<file path="config.mk">
export PLATFORM = sky130hd
export DESIGN_NAME = imm_decode_ctrl_flat
export DESIGN_NICKNAME = d
export VERILOG_FILES = /design/src/rtl/imm_decode_ctrl_if.sv /design/src/rtl/imm_decode_ctrl.sv /design/src/flat_wrapper.sv
export SDC_FILE = /design/constraint.sdc
export NUM_CORES = 1
export LEC_CHECK = 0
export CAP_MARGIN = 20
export CORE_MARGIN = 8
export CORE_UTILIZATION = 45
export DETAILED_ROUTE_END_ITERATION = 7
export PLACE_DENSITY_LB_ADDON = 0.12
export SLEW_MARGIN = 5
export SYNTH_ARGS = -nofsm -noshare
export SYNTH_HDL_FRONTEND = slang
export SYNTH_SLANG_ARGS = --single-unit
</file>
<file path="constraint.sdc">
create_clock -name clk -period 1.4 [get_ports clk]
set_input_delay 0.28 -clock clk [delete_from_list [all_inputs] [get_ports clk]]
set_output_delay 0.28 -clock clk [all_outputs]
set_load 0.1 [all_outputs]
</file>
<file path="src/rtl/imm_decode_ctrl_if.sv">
// Handshake bundle for the immediate decoder: upstream instruction channel
// plus the downstream decoded-entry channel.
interface imm_decode_ctrl_if;
    logic        in_valid;
    logic        in_ready;
    logic [31:0] instr;
    logic        out_valid;
    logic        out_ready;
    logic [31:0] imm;
    logic [1:0]  imm_sel;
    logic [4:0]  opcode_out;
    logic        illegal;

    // Decoder-side view
    modport slave (
        input  in_valid, instr, out_ready,
        output in_ready, out_valid, imm, imm_sel, opcode_out, illegal
    );

    // Producer/consumer-side view
    modport master (
        output in_valid, instr, out_ready,
        input  in_ready, out_valid, imm, imm_sel, opcode_out, illegal
    );
endinterface

</file>
<file path="src/rtl/imm_decode_ctrl.sv">
// Immediate decoder with a two-entry (head + skid) output buffer.
// Decode happens on accept; all outputs come from the registered head entry.
module imm_decode_ctrl #(
    parameter bit ILLEGAL_ZERO = 1'b1
) (
    input  logic                    clk,
    input  logic                    rst,
    input  logic                    flush,
    imm_decode_ctrl_if.slave        bus,
    output logic [7:0]              illegal_cnt
);

    localparam logic [1:0] ST_EMPTY = 2'd0;
    localparam logic [1:0] ST_ONE   = 2'd1;
    localparam logic [1:0] ST_TWO   = 2'd2;

    logic [1:0]  state;
    logic [1:0]  state_nxt;

    logic [31:0] head_imm,  skid_imm;
    logic [1:0]  head_sel,  skid_sel;
    logic [4:0]  head_opc,  skid_opc;
    logic        head_ill,  skid_ill;

    logic        accept;
    logic        fire;

    logic [4:0]  dec_opc;
    logic [1:0]  dec_sel;
    logic        dec_ill;
    logic [31:0] dec_ext;
    logic [31:0] dec_imm;

    assign bus.out_valid = (state != ST_EMPTY);
    assign bus.in_ready  = (state != ST_TWO);

    assign accept = bus.in_valid & bus.in_ready;
    assign fire   = bus.out_valid & bus.out_ready;

    assign dec_opc = bus.instr[31:27];
    assign dec_sel = dec_opc[4:3];
    assign dec_ill = (dec_opc[4:2] == 3'b111);

    always_comb begin
        dec_ext = '0;
        case (dec_sel)
            2'b00:   dec_ext = {17'b0, bus.instr[26:12]};
            2'b01:   dec_ext = {13'b0, bus.instr[26:8]};
            2'b10:   dec_ext = {9'b0,  bus.instr[26:4]};
            default: dec_ext = {5'b0,  bus.instr[26:0]};
        endcase
    end

    assign dec_imm = (dec_ill && ILLEGAL_ZERO) ? 32'h0 : dec_ext;

    // Flush wins over everything; TWO never accepts because in_ready is low there.
    always_comb begin
        state_nxt = state;
        if (flush) begin
            state_nxt = ST_EMPTY;
        end else begin
            case (state)
                ST_EMPTY: if (accept) state_nxt = ST_ONE;
                ST_ONE: begin
                    if (accept && !fire)      state_nxt = ST_TWO;
                    else if (fire && !accept) state_nxt = ST_EMPTY;
                end
                ST_TWO:   if (fire) state_nxt = ST_ONE;
                default:  state_nxt = ST_EMPTY;
            endcase
        end
    end

    always_ff @(posedge clk or negedge rst) begin
        if (!rst) begin
            state <= ST_EMPTY;
        end else begin
            state <= state_nxt;
        end
    end

    always_ff @(posedge clk or negedge rst) begin
        if (!rst) begin
            head_imm <= '0;
            head_sel <= '0;
            head_opc <= '0;
            head_ill <= 1'b0;
            skid_imm <= '0;
            skid_sel <= '0;
            skid_opc <= '0;
            skid_ill <= 1'b0;
        end else if (!flush) begin
            if ((state == ST_EMPTY && accept) || (state == ST_ONE && accept && fire)) begin
                head_imm <= dec_imm;
                head_sel <= dec_sel;
                head_opc <= dec_opc;
                head_ill <= dec_ill;
            end else if (state == ST_TWO && fire) begin
                head_imm <= skid_imm;
                head_sel <= skid_sel;
                head_opc <= skid_opc;
                head_ill <= skid_ill;
            end
            if (state == ST_ONE && accept && !fire) begin
                skid_imm <= dec_imm;
                skid_sel <= dec_sel;
                skid_opc <= dec_opc;
                skid_ill <= dec_ill;
            end
        end
    end

    // Counts only accepts that survive; flush does not clear it.
    always_ff @(posedge clk or negedge rst) begin
        if (!rst) begin
            illegal_cnt <= 8'h00;
        end else if (accept && dec_ill && !flush && illegal_cnt != 8'hFF) begin
            illegal_cnt <= illegal_cnt + 8'h01;
        end
    end

    assign bus.imm        = head_imm;
    assign bus.imm_sel    = head_sel;
    assign bus.opcode_out = head_opc;
    assign bus.illegal    = head_ill;

endmodule

</file>
<file path="src/flat_wrapper.sv">
// flat-port wrapper written by rule: the top's interface ports become plain ports
module imm_decode_ctrl_flat 
#(
    parameter bit ILLEGAL_ZERO = 1'b1
)
  (clk, rst, flush, illegal_cnt, bus_in_valid, bus_instr, bus_out_ready, bus_in_ready, bus_out_valid, bus_imm, bus_imm_sel, bus_opcode_out, bus_illegal);
  imm_decode_ctrl_if bus_i ();
  input  logic clk;
  input  logic rst;
  input  logic flush;
  output logic [7:0] illegal_cnt;
  input wire logic [$bits(bus_i.in_valid)-1:0] bus_in_valid;
  input wire logic [$bits(bus_i.instr)-1:0] bus_instr;
  input wire logic [$bits(bus_i.out_ready)-1:0] bus_out_ready;
  output wire logic [$bits(bus_i.in_ready)-1:0] bus_in_ready;
  output wire logic [$bits(bus_i.out_valid)-1:0] bus_out_valid;
  output wire logic [$bits(bus_i.imm)-1:0] bus_imm;
  output wire logic [$bits(bus_i.imm_sel)-1:0] bus_imm_sel;
  output wire logic [$bits(bus_i.opcode_out)-1:0] bus_opcode_out;
  output wire logic [$bits(bus_i.illegal)-1:0] bus_illegal;
  assign bus_i.in_valid = bus_in_valid;
  assign bus_i.instr = bus_instr;
  assign bus_i.out_ready = bus_out_ready;
  assign bus_in_ready = bus_i.in_ready;
  assign bus_out_valid = bus_i.out_valid;
  assign bus_imm = bus_i.imm;
  assign bus_imm_sel = bus_i.imm_sel;
  assign bus_opcode_out = bus_i.opcode_out;
  assign bus_illegal = bus_i.illegal;
  imm_decode_ctrl #(.ILLEGAL_ZERO(ILLEGAL_ZERO)) u_core (.clk(clk), .rst(rst), .flush(flush), .bus(bus_i), .illegal_cnt(illegal_cnt));
endmodule
</file>
# After elaboration in Yosys (flattened, before gate mapping)
# Index checks and enable logic that the tools add are counted.
dict set report word_totals {
  output_inout_bits 50
  word_cells 61
  in_bits 37
  register_bits 90
}
dict set report op_classes {
  eq_ne 10
  bitwise 3
  n_mux 16
  n_reduce_logical 21
  add_sub_neg 1
}
# cell n
set op_table {}
lappend op_table {{$pmux W27 S3} 1}
lappend op_table {{$mux W32} 2}
lappend op_table {{$mux W27} 1}
lappend op_table {{$mux W2} 7}
lappend op_table {{$logic_and A1 B1 Y1} 10}
lappend op_table {{$mux W5} 2}
lappend op_table {{$add A8 B1 Y8 const B} 1}
lappend op_table {{$ne A8 B8 Y1 const B} 1}
lappend op_table {{$ne A3 B2 Y1 const B} 2}
lappend op_table {{$pmux W2 S3} 1}
lappend op_table {{$eq A2 B1 Y1 const B} 2}
lappend op_table {{$eq A2 B2 Y1 const B} 2}
lappend op_table {{$logic_not A2 Y1} 2}
lappend op_table {{$ne A4 B2 Y1 const B} 1}
lappend op_table {{$reduce_and A2 Y1} 2}
lappend op_table {{$reduce_bool A2 Y1} 2}
lappend op_table {{$eq A3 B3 Y1 const B} 1}
lappend op_table {{$logic_not A1 Y1} 3}
lappend op_table {{$reduce_and A3 Y1} 1}
lappend op_table {{$and A1 B1 Y1} 2}
lappend op_table {{$mux W1} 2}
lappend op_table {{$ne A2 B2 Y1 const B} 1}
lappend op_table {{$logic_or A1 B1 Y1} 1}
lappend op_table {{$not A1 Y1} 1}

# Depth between registers and ports, before layout
# Gate-level depths: netlist of run 1.
dict set report depth {
  depth_word 8
  mapped_depth 7
}

# Worst setup path before layout of run 1
# No wires, ideal clock.
dict set report synth_timing {
  path_kind {register to register}
  start {register u_core.illegal_cnt[0]}
  end {register u_core.illegal_cnt[1]}
  arrival_ns 2.099
  path_stages_with_launch 5
  path_slack_ns -0.825
  path_cell_list {dfrtp_1 > ha_1 > nand3_1 > o2111ai_4 > mux2_2}
}
dict set report synth_between {
  elab_chain_len 2
  word_cells_on_any_way 3
  classes_between {1 x add/sub; 1 x eq/ne; 1 x reduce/logical}
}
# item line
set synth_lines {}
lappend synth_lines {{start: declaration} imm_decode_ctrl.sv:10} ;# output logic [7:0] illegal_cnt
lappend synth_lines {{start signal: assignment} imm_decode_ctrl.sv:118} ;# illegal_cnt <= illegal_cnt + 8'h01;
lappend synth_lines {{branches (longest 2 deep; another with $add A8 B1 Y8)} -}
# Parallel ways; which one is timed is not known.
# A chain may end at the register's enable or synchronous reset.

# Worst setup path after layout of run 1
dict set report layout_timing {
  start {register u_core.state[0]}
  end {output bus_in_ready}
}
dict set report layout_between {
  elab_chain_len 1
}
# item line
set layout_lines {}
lappend layout_lines {{start: declaration} imm_decode_ctrl.sv:17} ;# logic [1:0] state;
lappend layout_lines {{start signal: assignment} imm_decode_ctrl.sv:78} ;# state <= state_nxt;
lappend layout_lines {{$ne A2 B2 Y1} imm_decode_ctrl.sv:35} ;# assign bus.in_ready = (state != ST_TWO);
lappend layout_lines {{end: declaration} flat_wrapper.sv:15} ;# output wire logic [$bits(bus_i.in_ready)-1:0] bus_in_ready;
# No other way between the ends.

==> results.txt, run 1 <==
TritonCTS built the clock tree. The area share of the largest cell type after synthesis was 0.453; the share of final-layout standard cells stronger than drive strength 1 was 0.507. The Yosys step of the flow raised 0 warnings. Sink count of the clock tree: 76. Entering global routing, the biggest net connects 38 pins. The run finished, with violations left. The type of the worst setup path was flop to output pin. The run gives 0 as the remaining routing DRC violations. The transition time at the pin with the least slew margin is 0.532 ns, and the count of final max-slew check failures is 0.

By area the synthesized netlist is led by dfrtp_1 (45%), nand2_1 (8.4%), mux4_2 (5.9%). The tools report the critical path capture point type as an output pin. Summed over all cells, the static leakage comes to 3.29 nW. Post-synthesis average cell area: 10.1 um^2. For the final database, setup skew stands at 0.00885 ns. The remaining antenna violation count after routing was 0. The design draws 10.0 mW. The min-delay analysis places its worst path in the category input port to async pin.

The H-tree generated during clock tree synthesis spans 3 levels. The die is 113 um wide. The worst setup path is launched from a flop. Setup repair after global routing could not meet its margin everywhere. At the end of routability-driven placement, the weighted congestion stood at 0.863.

The wire length of the first global-routing pass was 22.3 mm. The tools report the max-slew headroom at the worst pin as 0.645. The cell taking the most area after synthesis is dfrtp_1. The achievable clock frequency was 0.593 GHz. The overall track demand over capacity in global routing is 0.226.

In the final routed layout, each cell accounts on average for 22.0 um. The per-cell via count in the routed design is 5.87, and the hold violation count in the final report is 0. Number of antenna violations at the first check in global routing: 0. The final clock period utilization by the worst path was 1.21; the smallest setup slack after layout was -0.288 ns. The HPWL after detailed placement is 8.39 mm. The run gives 9150 um^2 as the area inside the core boundary.

The via count of the first global-routing pass came out at 4134. Synthesis instantiated 43 different standard cells from the library. The final reports fail on negative setup slack. In this run, the number of DRC markers left after iteration 0 of detailed routing was 245.

The tools report the data arrival time of the critical path as 1.41 ns. Part of the Yosys area used for sequential elements: 0.453. The tools report the starting density of the core as 0.458.

In the layout the commonest cells are dfrtp_1 (66), buf_12 (61), nand2_1 (50). The total setup violations reported at the end of the flow was 78; the number of standard-cell rows in the floorplan was 35. The later pin in the worst-skew pair is clocked with a latency of 0.37 ns.

0 antenna diodes ended up in the layout. The run gives 0 as the remaining global-route overflow. The cell count after synthesis came out at 414. The first detailed-routing pass ran for 4 iterations. The count of buffers added on input and output ports is 81. After the last flow step, the layout net total stands at 613. In this run the vertical extent of the chip is 113 um. The worst path required time is 1.12 ns. The cell area after synthesis was 4200 um^2.

The routed layout has 4058 vias. The relative area change from synthesis to final layout is 75.8%, and the die area is 12700 um^2. The clock transition at the register clock pins on the worst setup and hold paths after CTS came out at 0.08 ns. The root buffer selected by CTS was clkbuf_8. Of all nets on the critical path, the largest fanout is 3. 87 I/O pins were placed. The worst path in the final design needs a cycle of 1.69 ns, including I/O delays and setup.

Counting the buffers created by CTS gives 9. The worst-case IR drop observed on VDD is 914 uV. Power spread over the standard cell area amounts to 1360 nW/um^2. For the final wirelength, the log shows 15.2 mm. The tools report the reported max-cap violation count as 0. Commonest non-fill, non-tap cell in the layout: dfrtp_1. The logs give -12.44 ns for the aggregate negative setup slack and 0.338 ns for the worst hold slack across all endpoints.

Counting flops and latches in the post-synthesis netlist gives 76. The clock passes through at most 2 buffers.
## repair_timing
action,CTS,global route
gates cloned,15,2
hold endpoints to repair,18,0
setup buffers,22,8
setup endpoints to repair,78,80
pin swaps,82,27
gates resized for setup,108,83
hold buffers,1,0
## kinds of logic (layout without fill, tap and decap cells)
kind of cell               Yosys count  count (layout)  synth area share
and+or+nand+nor                    163             166             0.188
AOI/OAI and AO/OA                   88              88             0.139
DFF                                 76              76             0.453
buffers and inverters               41             200            0.0629
muxes                               37              37             0.137
xor gates and xnor gates             7               7            0.0146
adders and majority gates            1               1           0.00298
other                                1               5          0.000894
## final timing paths
check	end	depth (start not counted)	from	slack [ns]
hold reg to reg	u_core.skid_opc[1]$_DFFE_PN0P_	2	u_core.skid_opc[1]$_DFFE_PN0P_	0.50
setup reg to reg	u_core.bus.imm[22]$_DFFE_PN0P_	7	u_core.state[1]$_DFFE_PN0P_	-0.26
hold / removal	u_core.bus.opcode_out[0]$_DFFE_PN0P_	2	rst	0.34
setup / recovery	bus_in_ready	4	u_core.state[0]$_DFFE_PN0P_	-0.29
max in group asynchronous	u_core.skid_opc[3]$_DFFE_PN0P_	3	rst	0.55
min in group clk	u_core.skid_opc[1]$_DFFE_PN0P_	3	bus_instr[28]	0.48
## sequential cells by signal, summed over array words and instances, names as in the netlist
register	count
u_core.bus.illegal	1
u_core.bus.imm	27
u_core.bus.imm_sel	1
u_core.bus.opcode_out	4
u_core.illegal_cnt	8
u_core.skid_ill	1
u_core.skid_imm	27
u_core.skid_opc	4
u_core.skid_sel	1
u_core.state	2
## worst max-delay path, stage by stage (launching register included)
cell and delay (ns):
dfrtp_1 0.40, and2b_2 0.27, clkinvlp_4 0.10, buf_6 0.12
buf_12 0.15
## layout make-up
class                      instances  area (um^2)
clock inverter                     4         48.8
fill                             481         1780
timing repair buffer             182         2540
multi-input combinational        304         2570
inverter                           2         11.3
tap                              111          139
clock buffer                      12          145
sequential                        76         1920
## synthesized netlist by cell type
library cell / n
a211o_1: 4
a211oi_1: 8
a21boi_0: 3
a21oi_1: 2
a221o_1: 3
a22oi_4: 1
a2bb2oi_1: 8
a31oi_1: 3
and2_1: 2
and2b_1: 13
and3_4: 1
and3b_1: 7
buf_2: 8
buf_4: 12
buf_6: 7
clkbuf_1: 10
clkbuf_2: 2
conb_1: 1
dfrtp_1: 76
ha_1: 1
inv_1: 2
mux2_2: 3
mux2i_1: 19
mux4_1: 4
mux4_2: 11
nand2_1: 94
nand2b_1: 3
nand3_1: 8
nand3b_1: 2
nand4_1: 1
nand4b_1: 1
nor2_1: 9
nor2b_1: 13
nor3_1: 5
nor3b_1: 1
o2111ai_4: 1
o21ai_0: 47
o21ai_1: 4
o22a_1: 4
or2_2: 2
or3_1: 1
xnor2_1: 1
xor2_1: 6
## power breakdown
| part | switching [mW] | internal [mW] |
|---|---|---|
| Clock | 0.880 | 0.872 |
| Sequential | 0.530 | 2.66 |
| Combinational | 2.97 | 2.11 |
| Total | 4.38 | 5.65 |
## routing by layer
metal  vias up  global-route usage  part of all wire
li1       1774                   -                 -
met1      2049               0.281              0.42
met2       200               0.360              0.48
met3        35              0.0601             0.070
met4         0              0.0998             0.029
met5         -                   0                 0
## stage by stage
step	cell area (um^2)	cells	util	setup WS, ns
2_1_floorplan	4320	418	-	-0.445
3_3_place_gp	6000	633	0.656	-0.552
3_5_place_dp	6000	633	0.656	-0.609
4_1_cts	6990	685	0.764	-0.253
5_1_grt	7370	691	0.806	-0.359
6_report	7370	691	0.806	-0.288
Note: power is estimated with default switching activity, not from simulation.
==> inputs of run 2 (changes only) <==
Settings changed: GPL_TIMING_DRIVEN from default to 0, TNS_END_PERCENT from default to 1.
Clock period 1.4 ns to 1.7 ns, I/O delays scaled along.
==> run 2 against run 1 <==
Net effect: the flow still finishes with violations (negative setup slack); worst hold slack better by 0.064 ns; non-clock buffer count is 59 lower; clock skew shrank 0.00061 ns; global-route usage is 4.3 points lower; via count shrank 14%; routed wire length decreased by 26%; critical endpoint unchanged; largest power group unchanged; highest routed layer unchanged.
==> results.txt, run 2 (synthesis results as in run 1) <==
The run finished, with violations left. The final reports fail on negative setup slack. The worst path required time was 1.36 ns (+0.24 ns). The final clock period utilization by the worst path works out to 1.01. For the setup skew after layout, the log shows 0.00824 ns (-0.000614 ns). Remaining routing DRC violations: 0 (unchanged). The run gives 76 (unchanged) as the sink count of the clock tree. The maximum buffer depth of the clock tree is 2 (unchanged). The data arrival time of the critical path was 1.38 ns (-0.03 ns); the highest ir drop seen on vdd was 635 uV (-31%). The cell with the largest stage delay on the worst path was dfrtp_1. The share of final-layout standard cells stronger than drive strength 1 is 0.263 (-0.244), and the aggregate negative setup slack is -0.0151 ns (+12.42 ns). Subtracting the final worst setup slack from the clock period gives 1.72 ns.

The count of buffers inserted at the top-level ports was 80 (-1.2%). The reported max-cap violation count was 0 (unchanged); the relative area change from synthesis to final layout was 32.5%. The number of antenna violations at the first check in global routing was 0 (unchanged). The tools report the number of standard-cell rows in the floorplan as 35 (unchanged). The path class of the tightest hold or removal check is input port to flop.

The logs give 0.458 (unchanged) for the starting density of the core and 5 (+1) for the number of search-and-repair iterations in the first detailed-routing pass. The tools report the final antenna diode count as 0 (unchanged). The worst hold path passes through 2 cells. The post-route cell area is 5560 um^2 (-25%). For the final weighted congestion of routability-driven global placement, the log shows 0.835 (-3.2%). The logs give 2.55 nW (-23%) for the leakage power total and 48 (+26%) for the largest net degree at the start of global routing.

For the final wirelength, the log shows 11.3 mm (-26%). The die height works out to 113 um (unchanged). The DRC violation total after the first TritonRoute iteration was 230 (-6.1%).

Maximum fanout count along the critical path: 4 (+1). The transition time at the pin with the least slew margin works out to 0.560 ns (+0.0284 ns). The type of the worst setup path was flop to output pin. The logs give 0.36 ns (about the same) for the clock latency on the worst-skew pair and 1 (-99%) for the total setup violations reported at the end of the flow. The power per unit of standard cell area is 1260 nW/um^2 (-7.1%), and the power consumption is 7.02 mW (-30%). The library cells used most frequently in the layout, excluding fill and tap cells, are nand2_1 (94), dfrtp_1 (68), o21ai_0 (45). The library cell used most frequently in the layout, excluding fill and tap cells, is nand2_1.

The root buffer selected by CTS was clkbuf_8. The tools report the net total in the final layout as 551 (-10%). Traced cell by cell, the critical path runs through and2b_2 > clkinvlp_4 > buf_8.

Setup repair after global routing could not meet its margin everywhere. The number of top-level design ports was 87 (unchanged); the worst hold slack across all endpoints was 0.402 ns (+0.0637 ns). The run gives 0 (unchanged) as the remaining antenna violation count after routing. The tools report the die area as 12700 um^2 (unchanged). The number of cells on the worst reg-to-reg path is 6 (-1). Utilization after layout: 0.607 (-0.198). The number of instances in the placed design is 610 (-3.6%), and the overall track demand over capacity in global routing is 0.182 (-0.0432). TritonCTS built the clock tree.

The routed wirelength normalized by instance count is 18.0 um (-18%), and the remaining global-route overflow is 0 (unchanged). The hold violation count in the final report was 0 (unchanged). The via count of the first global-routing pass was 3566 (-14%). The tools report the post-placement worst setup slack as -0.651 ns (-0.0418 ns). Vias after detailed routing: 3502 (-14%). Startpoint type of the worst setup path: a flop.

The final cell count without fillers was 629 (-9.0%); the delay of the slowest cell on the worst path was 0.41 ns (about the same). The logs give 8.47 mm (+0.96%) for the final HPWL from detailed placement and 0.583 GHz for the achievable clock frequency. The post-placement cell area came out at 5200 um^2 (-13%).

The per-cell via count in the routed design came out at 5.57 (-5.2%). The logs give 18.4 mm (-17%) for the wire length of the first global-routing pass and 0 (unchanged) for the count of final max-slew check failures. The chip width is 113 um (unchanged). The tools report the number of levels the H-tree was split into as 3 (unchanged). The clock transition at the register clock pins on the worst setup and hold paths after CTS works out to 0.07 ns (about the same). The logs give -0.0151 ns (+0.273 ns) for the smallest setup slack after layout and 9150 um^2 (unchanged) for the area inside the core boundary. The number of CTS-inserted buffers came out at 9 (unchanged).

The tools report the max-slew headroom at the worst pin as 0.628 (-0.0165). The critical path capture point type is an output pin.
## run 2: per-layer routing
metal  GRT usage  routed length (um)
met5           0                   0
met4      0.0908                 253
met3      0.0408                 699
met2       0.277                5130
met1       0.240                5210
## run 2: repair_timing
action | CTS | global route
setup buffers | 0 | 2
gates resized for setup | 161 | 31
pin swaps | 1 | 1
hold buffers | 1 | 0
setup endpoints to repair | 114 | 44
hold endpoints to repair | 29 | 0
## run 2: path summary, 6_finish.rpt
kind / endpoint / slack, ns / startpoint
min: u_core.state[1]$_DFFE_PN0P_ / 0.40 / bus_out_ready
max in group asynchronous: u_core.bus.imm[13]$_DFFE_PN0P_ / 0.68 / rst
min in group asynchronous: u_core.bus.opcode_out[1]$_DFFE_PN0P_ / 0.45 / rst
min reg2reg: u_core.illegal_cnt[6]$_DFFE_PN0P_ / 0.48 / u_core.illegal_cnt[6]$_DFFE_PN0P_
max reg2reg: u_core.bus.imm[15]$_DFFE_PN0P_ / 0.03 / u_core.state[1]$_DFFE_PN0P_
max: bus_in_ready / -0.02 / u_core.state[0]$_DFFE_PN0P_
## run 2: power breakdown
| part | switching [mW] | internal (mW) |
|---|---|---|
| Sequential | 0.222 | 2.19 |
| Clock | 0.708 | 0.949 |
| Combinational | 2.19 | 0.762 |
## run 2: layout make-up
class                      instances  area (um^2)
buffer                            39          287
clock buffer                      13          169
clock inverter                     3         67.6
fill                             777         3590
inverter                           2         11.3
multi-input combinational        301         2100
sequential                        76         1920
tap                              111          139
timing repair buffer              84          871
## run 2: worst max-delay path: cells and delay by family, from the launching register on
kind | cells | cell delay [ns]
buffers and inverters | 2 | 0.31
DFF | 1 | 0.41
and+or+nand+nor | 1 | 0.30
